### src/rtl/leddata_display.sv
// -----------------------------------------------------------------------------
// leddata_display
//   Memory-mapped eight-digit seven-segment display peripheral. It answers the
//   LED-data I/O window of the CPU address decoder, keeps one 6-bit control
//   register per digit and time-multiplexes the digits onto shared active-low
//   anode/cathode pins at a fixed scan rate.
//
//   Digit register layout: [3:0] hex value, [4] decimal point on,
//                          [5] digit enable.
//
// Ports
//   clock        system clock, all state on rising edge
//   reset        asynchronous active-low reset, clears all state
//   leddatactrl  chip select from the address decoder
//   iowrite      CPU I/O write strobe
//   ioread       CPU I/O read strobe
//   ledaddr      digit select (CPU address bits [6:4])
//   ledwdata     CPU write data, only [5:0] are stored
//   ioread_data  combinational readback of the selected digit register
//   seg_an       digit anodes, active-low, bit i = digit i
//   seg_cat      cathodes, active-low, [0]=a .. [6]=g, [7]=dp
//
// Parameter
//   SCAN_DIV     clock cycles each digit stays lit (2 .. 2**20)
// -----------------------------------------------------------------------------

// -----------------------------------------------------------------------------
// leddata_display_chk
//   Run-time properties of the pin outputs: at most one anode driven at any
//   time, and a blank slot always blanks the cathodes as well.
// -----------------------------------------------------------------------------
module leddata_display_chk (
  input logic       clock,
  input logic       reset,
  input logic [7:0] seg_an,
  input logic [7:0] seg_cat
);

  // Never two digits lit at once.
  a_one_anode: assert property (@(posedge clock) disable iff (!reset)
    $onehot0(~seg_an));

  // When no anode is driven the cathodes are released too.
  a_blank_cat: assert property (@(posedge clock) disable iff (!reset)
    (seg_an == 8'hFF) |-> (seg_cat == 8'hFF));

endmodule

module leddata_display #(
  parameter int SCAN_DIV = 20000
) (
  input  logic        clock,
  input  logic        reset,
  input  logic        leddatactrl,
  input  logic        iowrite,
  input  logic        ioread,
  input  logic [2:0]  ledaddr,
  input  logic [31:0] ledwdata,
  output logic [15:0] ioread_data,
  output logic [7:0]  seg_an,
  output logic [7:0]  seg_cat
);

  // Last count value of a digit slot; 20 bits cover the largest legal divider.
  localparam logic [19:0] CNT_LAST = 20'(SCAN_DIV - 1);

  // Digit register field positions.
  localparam int EN_BIT = 5;
  localparam int DP_BIT = 4;

  // ---------------------------------------------------------------------------
  // Standard hex glyphs, active-low segments g..a (decimal point not included).
  // ---------------------------------------------------------------------------
  function automatic logic [6:0] hex_glyph(input logic [3:0] value);
    logic [6:0] glyph;
    case (value)
      4'h0:    glyph = 7'h40;
      4'h1:    glyph = 7'h79;
      4'h2:    glyph = 7'h24;
      4'h3:    glyph = 7'h30;
      4'h4:    glyph = 7'h19;
      4'h5:    glyph = 7'h12;
      4'h6:    glyph = 7'h02;
      4'h7:    glyph = 7'h78;
      4'h8:    glyph = 7'h00;
      4'h9:    glyph = 7'h10;
      4'hA:    glyph = 7'h08;
      4'hB:    glyph = 7'h03;
      4'hC:    glyph = 7'h46;
      4'hD:    glyph = 7'h21;
      4'hE:    glyph = 7'h06;
      4'hF:    glyph = 7'h0E;
      default: glyph = 7'h7F;
    endcase
    return glyph;
  endfunction

  // ---------------------------------------------------------------------------
  // State
  // ---------------------------------------------------------------------------
  logic [5:0]  digit_q [8];
  logic [5:0]  digit_d [8];
  logic [19:0] cnt_q;
  logic [19:0] cnt_d;
  logic [2:0]  idx_q;
  logic [2:0]  idx_d;
  logic [7:0]  seg_an_q;
  logic [7:0]  seg_an_d;
  logic [7:0]  seg_cat_q;
  logic [7:0]  seg_cat_d;

  logic        wr_en_s;
  logic        rd_en_s;
  logic [5:0]  cur_digit_s;

  // The upper write-data bits carry no register state.
  logic        unused_wdata_s;
  assign unused_wdata_s = ^ledwdata[31:6];

  assign wr_en_s     = leddatactrl & iowrite;
  assign rd_en_s     = leddatactrl & ioread;
  assign cur_digit_s = digit_q[idx_q];

  // Register file next state: one digit updated per selected write.
  always_comb begin
    digit_d = digit_q;
    if (wr_en_s) begin
      digit_d[ledaddr] = ledwdata[5:0];
    end else begin
      digit_d = digit_q;
    end
  end

  // Register file storage.
  always_ff @(posedge clock or negedge reset) begin
    if (!reset) begin
      for (int i = 0; i < 8; i++) begin
        digit_q[i] <= 6'b000000;
      end
    end else begin
      digit_q <= digit_d;
    end
  end

  // Readback shows the stored (pre-write) value, so a simultaneous read and
  // write returns the old contents during the write cycle.
  always_comb begin
    ioread_data = 16'h0000;
    if (rd_en_s) begin
      ioread_data = {10'b0000000000, digit_q[ledaddr]};
    end else begin
      ioread_data = 16'h0000;
    end
  end

  // Scan timing next state: slot counter, digit index advances on slot end.
  always_comb begin
    cnt_d = cnt_q;
    idx_d = idx_q;
    if (cnt_q == CNT_LAST) begin
      cnt_d = 20'd0;
      idx_d = idx_q + 3'd1;
    end else begin
      cnt_d = cnt_q + 20'd1;
      idx_d = idx_q;
    end
  end

  // Scan timing storage.
  always_ff @(posedge clock or negedge reset) begin
    if (!reset) begin
      cnt_q <= 20'd0;
      idx_q <= 3'd0;
    end else begin
      cnt_q <= cnt_d;
      idx_q <= idx_d;
    end
  end

  // Pin pattern for the digit currently being scanned. A disabled digit keeps
  // its slot but drives nothing, so the frame timing does not depend on which
  // digits are enabled.
  always_comb begin
    seg_an_d  = 8'hFF;
    seg_cat_d = 8'hFF;
    if (cur_digit_s[EN_BIT]) begin
      seg_an_d  = ~(8'd1 << idx_q);
      seg_cat_d = {~cur_digit_s[DP_BIT], hex_glyph(cur_digit_s[3:0])};
    end else begin
      seg_an_d  = 8'hFF;
      seg_cat_d = 8'hFF;
    end
  end

  // Registered pin drivers; reset blanks the display immediately.
  always_ff @(posedge clock or negedge reset) begin
    if (!reset) begin
      seg_an_q  <= 8'hFF;
      seg_cat_q <= 8'hFF;
    end else begin
      seg_an_q  <= seg_an_d;
      seg_cat_q <= seg_cat_d;
    end
  end

  assign seg_an  = seg_an_q;
  assign seg_cat = seg_cat_q;

  leddata_display_chk u_chk (
    .clock   (clock),
    .reset   (reset),
    .seg_an  (seg_an_q),
    .seg_cat (seg_cat_q)
  );

endmodule

### config.mk
export PLATFORM = sky130hd
export DESIGN_NAME = leddata_display
export DESIGN_NICKNAME = d
export VERILOG_FILES = /design/src/rtl/leddata_display.sv
export SDC_FILE = /design/constraint.sdc
export NUM_CORES = 1
export LEC_CHECK = 0
export ABC_AREA = 1
export BUFFER_PORTS_ARGS = -buffer_cell sky130_fd_sc_hd__buf_2
export CAP_MARGIN = 30
export CORE_MARGIN = 2
export CORE_UTILIZATION = 55
export CTS_CLUSTER_DIAMETER = 150
export DETAILED_ROUTE_END_ITERATION = 7
export HOLD_SLACK_MARGIN = 0.03
export PLACE_DENSITY = 0.77
export SKIP_CTS_REPAIR_TIMING = 1
export SLEW_MARGIN = 15
export SYNTH_ARGS = -nofsm -noshare
export SYNTH_HDL_FRONTEND = slang
export SYNTH_SLANG_ARGS = --single-unit
### constraint.sdc
create_clock -name clock -period 2.9 [get_ports clock]
set_input_delay 0.145 -clock clock [delete_from_list [all_inputs] [get_ports clock]]
set_output_delay 0.145 -clock clock [all_outputs]
set_load 0.05 [all_outputs]
Word level (Yosys, flattened, before mapping)
Memories as Yosys holds them, arrays and structs flattened.
Cells that the tools add are included.
Cells by class
  shifts and indexed selects: 1
  bitwise gates (word level): 6
  reduce and logical (&&, ||, !) cells: 1
  multiplexer cells: 13
  eq/ne operators: 1
  add/subtract/negate cells: 2
  $lt $le $gt $ge: 3
Operators by type and width (count)
  48-bit bitwise mux: 1
  6-bit binary-select mux with 3-bit select: 2
  6-bit 2-to-1 mux: 6
  20-bit by 1-bit adder with 20-bit output, second input constant: 1
  20-bit by 15-bit equality test with 1-bit output, second input constant: 1
  20-bit 2-to-1 mux: 1
  6-bit demux with 3-bit select: 1
  8-bit 2-to-1 mux: 2
  4-bit >= comparator, second input constant: 2
  3-bit NOT with 4-bit output: 2
  8-bit NOT: 1
  1-bit by 3-bit << shifter with 8-bit output, first input constant: 1
  4-bit by 1-bit < comparator with 1-bit output, second input constant: 1
  3-bit by 1-bit adder with 3-bit output, second input constant: 1
  1-bit AND: 2
  1-bit logical AND: 1
  1-bit NOT: 1
Word-level totals
  register bits after elaboration: 87
  ROM bits: 112
  word-level logic and storage cells: 40
  memories: 1
  output and inout bits: 32
  bits of input ports: 40
Memories
  (name not given): words 16, width 7, rd ports 1, clocked after Yosys merged registers in 0, wr ports 0, line 76  | case (value)

Longest topological paths before layout
  depth after elaboration: 6
  mapped depth: 15
  depth with buffers taken out: 14

Least setup slack after synthesis
OpenSTA, ideal clock, no wires.
  kind: input to output
  start point: in ledaddr[2]
  end point: out ioread_data[5]
  data required time: 2.755 ns
  cell stages on the path: 6
  buffers on the path: 1
  setup slack: 1.177 ns
  arrival: 1.578 ns
  cells stage by stage: buf_4 > inv_2 > nand3_1 > o21ai_0 > nor2_1 > a31oi_1
On the way
  longest elaborated chain between the ends: 5
RTL lines
  from (decl): line 57  | input logic [2:0] ledaddr,
  3-bit NOT with 4-bit output (not written as such): line 150  | ioread_data = {10'b0000000000, digit_q[ledaddr]};
  6-bit binary-select mux with 3-bit select: line 150
  6-bit 2-to-1 mux (not written as such) (2 in series): line 150
  6-bit 2-to-1 mux: line 149  | if (rd_en_s) begin
  to (decl): line 59  | output logic [15:0] ioread_data,
No other way between the ends. The select of a mux whose other input is x is not followed.

Final worst setup path
  start point: reg idx_q[0]
  end point: reg seg_cat_q[5], in the netlist seg_cat[5]
On the way
  longest elaborated chain between the ends: 6
RTL lines
  from (decl): line 105  | logic [2:0] idx_q;
  from (signal assigned): line 176  | idx_q <= idx_d;
  3-bit NOT with 4-bit output (not written as such) (*): line 122  | assign cur_digit_s = digit_q[idx_q];
  6-bit binary-select mux with 3-bit select (*): line 122
  6-bit 2-to-1 mux (not written as such) (*) (2 in series): line 122
  memory 16 x 7 bit
  8-bit 2-to-1 mux (*): line 186  | if (cur_digit_s[EN_BIT]) begin
  net seg_cat_d[5]: line 110  | logic [7:0] seg_cat_d;
  to (signal assigned): line 202  | seg_cat_q <= seg_cat_d;
  to (decl): line 109  | logic [7:0] seg_cat_q;
Mark *: on every way through the listed nets, which the timed path passes. The rest lies on a longest branch. The select of a mux whose other input is x is not followed.
A chain may end at the register's enable or synchronous reset.

==> results.md <==
- CP bufs+invs: 2
- Crit path from: idx_q[0]$_DFFE_PN0N_
- First-pass GRT wire length: around 20000 µm
- IO Count: 72
- Max VDD drop: 0.2099 mV
- Final Hold Fails: 0
- Cts bufs inserted: 9
- Pin count of the biggest net entering global routing: 46
- Max Slew Vio Count: 0
- Outcome: finished clean
- Vias in the first global route: 4108
- Syn avg cell area: ~8 µm²
- Final worst clock skew: 0.01382 ns
- Clock share of power: 0.273
- Power density cells: 571.1 nW/µm²
- CTS Buffer Depth: 2
- Setup tns final: 0 ns
- Total GRT Usage: 0.2581
- Synth Warn #: 0
- RSZ-0062 raised after global routing: false
- DRT iter0 DRCs: approximately 290
- HPWL Detailed: 8608 µm
- Die width: 99.98 µm
- Clock Latency Late Sink: 0.37 ns
- Post-Synth Simple-Gate Area: 0.2840
- Post-Synthesis Cells: between 600 and 700
- EDFF count, synth: 0
- Startpoint Class: register
- Most frequent CP cell: nand2_1
- Worst slack, placed: 0.8110 ns
- CP endpoint kind: register
- Die ar.: 9995 µm²
- Rows: 35
- Sequential area share after synthesis: 0.4337
- Crit-path max FO: 22
- Post-Synth Adder-Cell Area: 0.03211
- Largest family of logic cells by synthesized area: simple AND/OR/NAND/NOR gates
- Vias post-DR: 4230
- DR pass1 iterations: 5
- # nets final: 718
- Primary FF master, synth: dfrtp_1
- Area delta synth->final: 7.039%
- Tcrit/Tclk final: 0.7232
- Async SR Flop Fraction: 1.000
- CTS root buf: clkbuf_8
- Post-synthesis register bit count: 87
- GPL Wtd Cong: 0.9519
- Grt ovf: 0
- Max-slew headroom: 0.3563
- H-tree levels: 3
- Cell variety after synth: 45
- Max Freq: 476.8 MHz
- CP required: 3.21 ns
- Setup ws final: 0.8027 ns
- Post-synth top area cell: dfrtp_1
- Clk slew on worst S/H paths: 0.10 ns
- Slowest CP cell: dfrtp_1
- Placed cell area: between 5000 and 6000 µm²
- Placed insts: 764
- DRC errors left: 0
- Commonest non-fill, non-tap cell in the layout: nand2_1
- Core area: approximately 9100 µm²
- Top post-synthesis cells by area: dfrtp_1 35%, nand2_1 13%, dfstp_2 8.3%
- CTS tree: built
- Antenna Nets Post-Route: 0
- Initial Utilization: 0.5589
- Leak: 2.651 nW
- Tmin final: 2.097 ns
- CTS sink count: 87
- Worst R2R Start: idx_q[0]$_DFFE_PN0N_
- Layout fillers: 794
- Yosys top cell area share: 0.3507
- Commonest cells after routing, fill and taps aside: 170 x nand2_1, 81 x inv_1, 71 x dfrtp_1
- Layout cells sized above 1: 0.1791
- Switching pwr: 1.137 mW
- Drt via density: 5.416
- Comb pwr share: 0.241
- Xor and xnor area share after synthesis: 0.02593
- Die Y-Extent: 99.98 µm
- Compound-Gate Fraction of Synth Area: 0.1040
- Critical path arrival: 2.41 ns
- Net Sw Frac: 0.3671
- Final Routed Wirelength: approximately 12000 µm
- Synthesized area: 5066 µm²
- IO buf count: 35
- Maxcap violations: 0
- Post-route cell area: 5423 µm²
- Diode count: 0
- Crit-path leading delay family: simple AND/OR/NAND/NOR gates
- WL/cell: roughly 15 µm
- Internal Power: 1.960 mW
- Post-synthesis mux area share: 0
- Final setup vio count: 0
- Worst Max-Slew Pin Slew: 0.9620 ns
- Kind of critical path: register to register
- Initial antenna violation count: 0
- Fin cells: 781
- Hold Path Class: input port to register
- Flop pwr share: 0.486
- CP peak stage delay: 0.40 ns
- Crit-path cells: inv_2 -> nand2_1 -> nand3_1 -> nand2_1 -> o21ai_2 -> inv_1 -> ha_1 -> nand3_1 -> nand2_1 -> nand2_1 -> nand3_1
- Total power: 3.097 mW
- HP Start: ledwdata[2]
sequential cells by signal, indices dropped and copies added (netlist names):
name and cells:
seg_cat 8, idx_q 3, digit_q 48, seg_an 8, cnt_q 20
metal layers:
layer | track usage | wire length, µm
met1 | 0.3608 | 5455
met2 | 0.4096 | 5605
met3 | 0.03412 | 644
met4 | 0.1054 | 308
met5 | 0 | 0
cell type report:
cell class / instances / area [µm²] / area share
clock buffer: 9 / 123.9 / 0.02284
tap: 111 / 138.9 / 0.02561
inverter: 90 / 346.6 / 0.06391
clock inverter: 7 / 66.31 / 0.01223
sequential: 87 / 2197 / 0.4052
multi-input combinational: 434 / 2297 / 0.4236
timing repair buffer: 43 / 252.7 / 0.04661
through the flow:
stage,utilization,hold slack [ns]
finish,0.5982,0.03565
global route,0.5982,0.05090
CTS,0.5971,-0.2342
detailed placement,0.5761,0.1683
global placement,0.5739,0.3939
floorplan,-,-0.1506
kinds of logic after synthesis:
logic type | count (synthesis)
xor gates and xnor gates | 15
and+or+nand+nor | 301
adders and majority gates | 13
AOI/OAI and AO/OA | 95
buffers and inverters | 121
other | 1
DFF | 87
cell usage after synthesis (8+ instances only):
library cell  number
buf_6              8
nand2_2            8
inv_1             81
dfstp_2           16
nand2_1          170
a21oi_1           11
dfrtp_1           71
xor2_1            10
ha_1              13
nor2_1            33
o21ai_1           18
o21ai_0           48
nand3_1           48
buf_4             14
power by group through the flow:
stage	combinational [mW]	clock, mW	sequential [mW]
after floorplan	0.481	0	1.60
after global placement	0.723	0	1.52
after detailed placement	0.738	0	1.53
after CTS	0.742	0.856	1.50
after global routing	0.836	0.909	1.53
final	0.746	0.846	1.51
worst reg2reg max path, delay by kind of cell (launching register included):
family / cells / cell delay (ns)
fa+ha+maj: 1 / 0.24
flops: 1 / 0.40
buf+inv: 2 / 0.50
compound gates: 1 / 0.32
simple gates: 7 / 0.57
worst paths after layout:
check,endpoint,slack (ns),cells after the start
min in group asynchronous,digit_q[26]$_DFFE_PN0P_,0.30,2
max,seg_cat[5]$_DFF_PN1_,0.80,11
min reg2reg,digit_q[7]$_DFFE_PN0P_,0.50,2
min,digit_q[2]$_DFFE_PN0P_,0.04,3
max in group asynchronous,seg_an[2]$_DFF_PN1_,1.93,3
max reg2reg,seg_cat[5]$_DFF_PN1_,0.80,11
No activity file was read; power rests on OpenSTA's default activity.
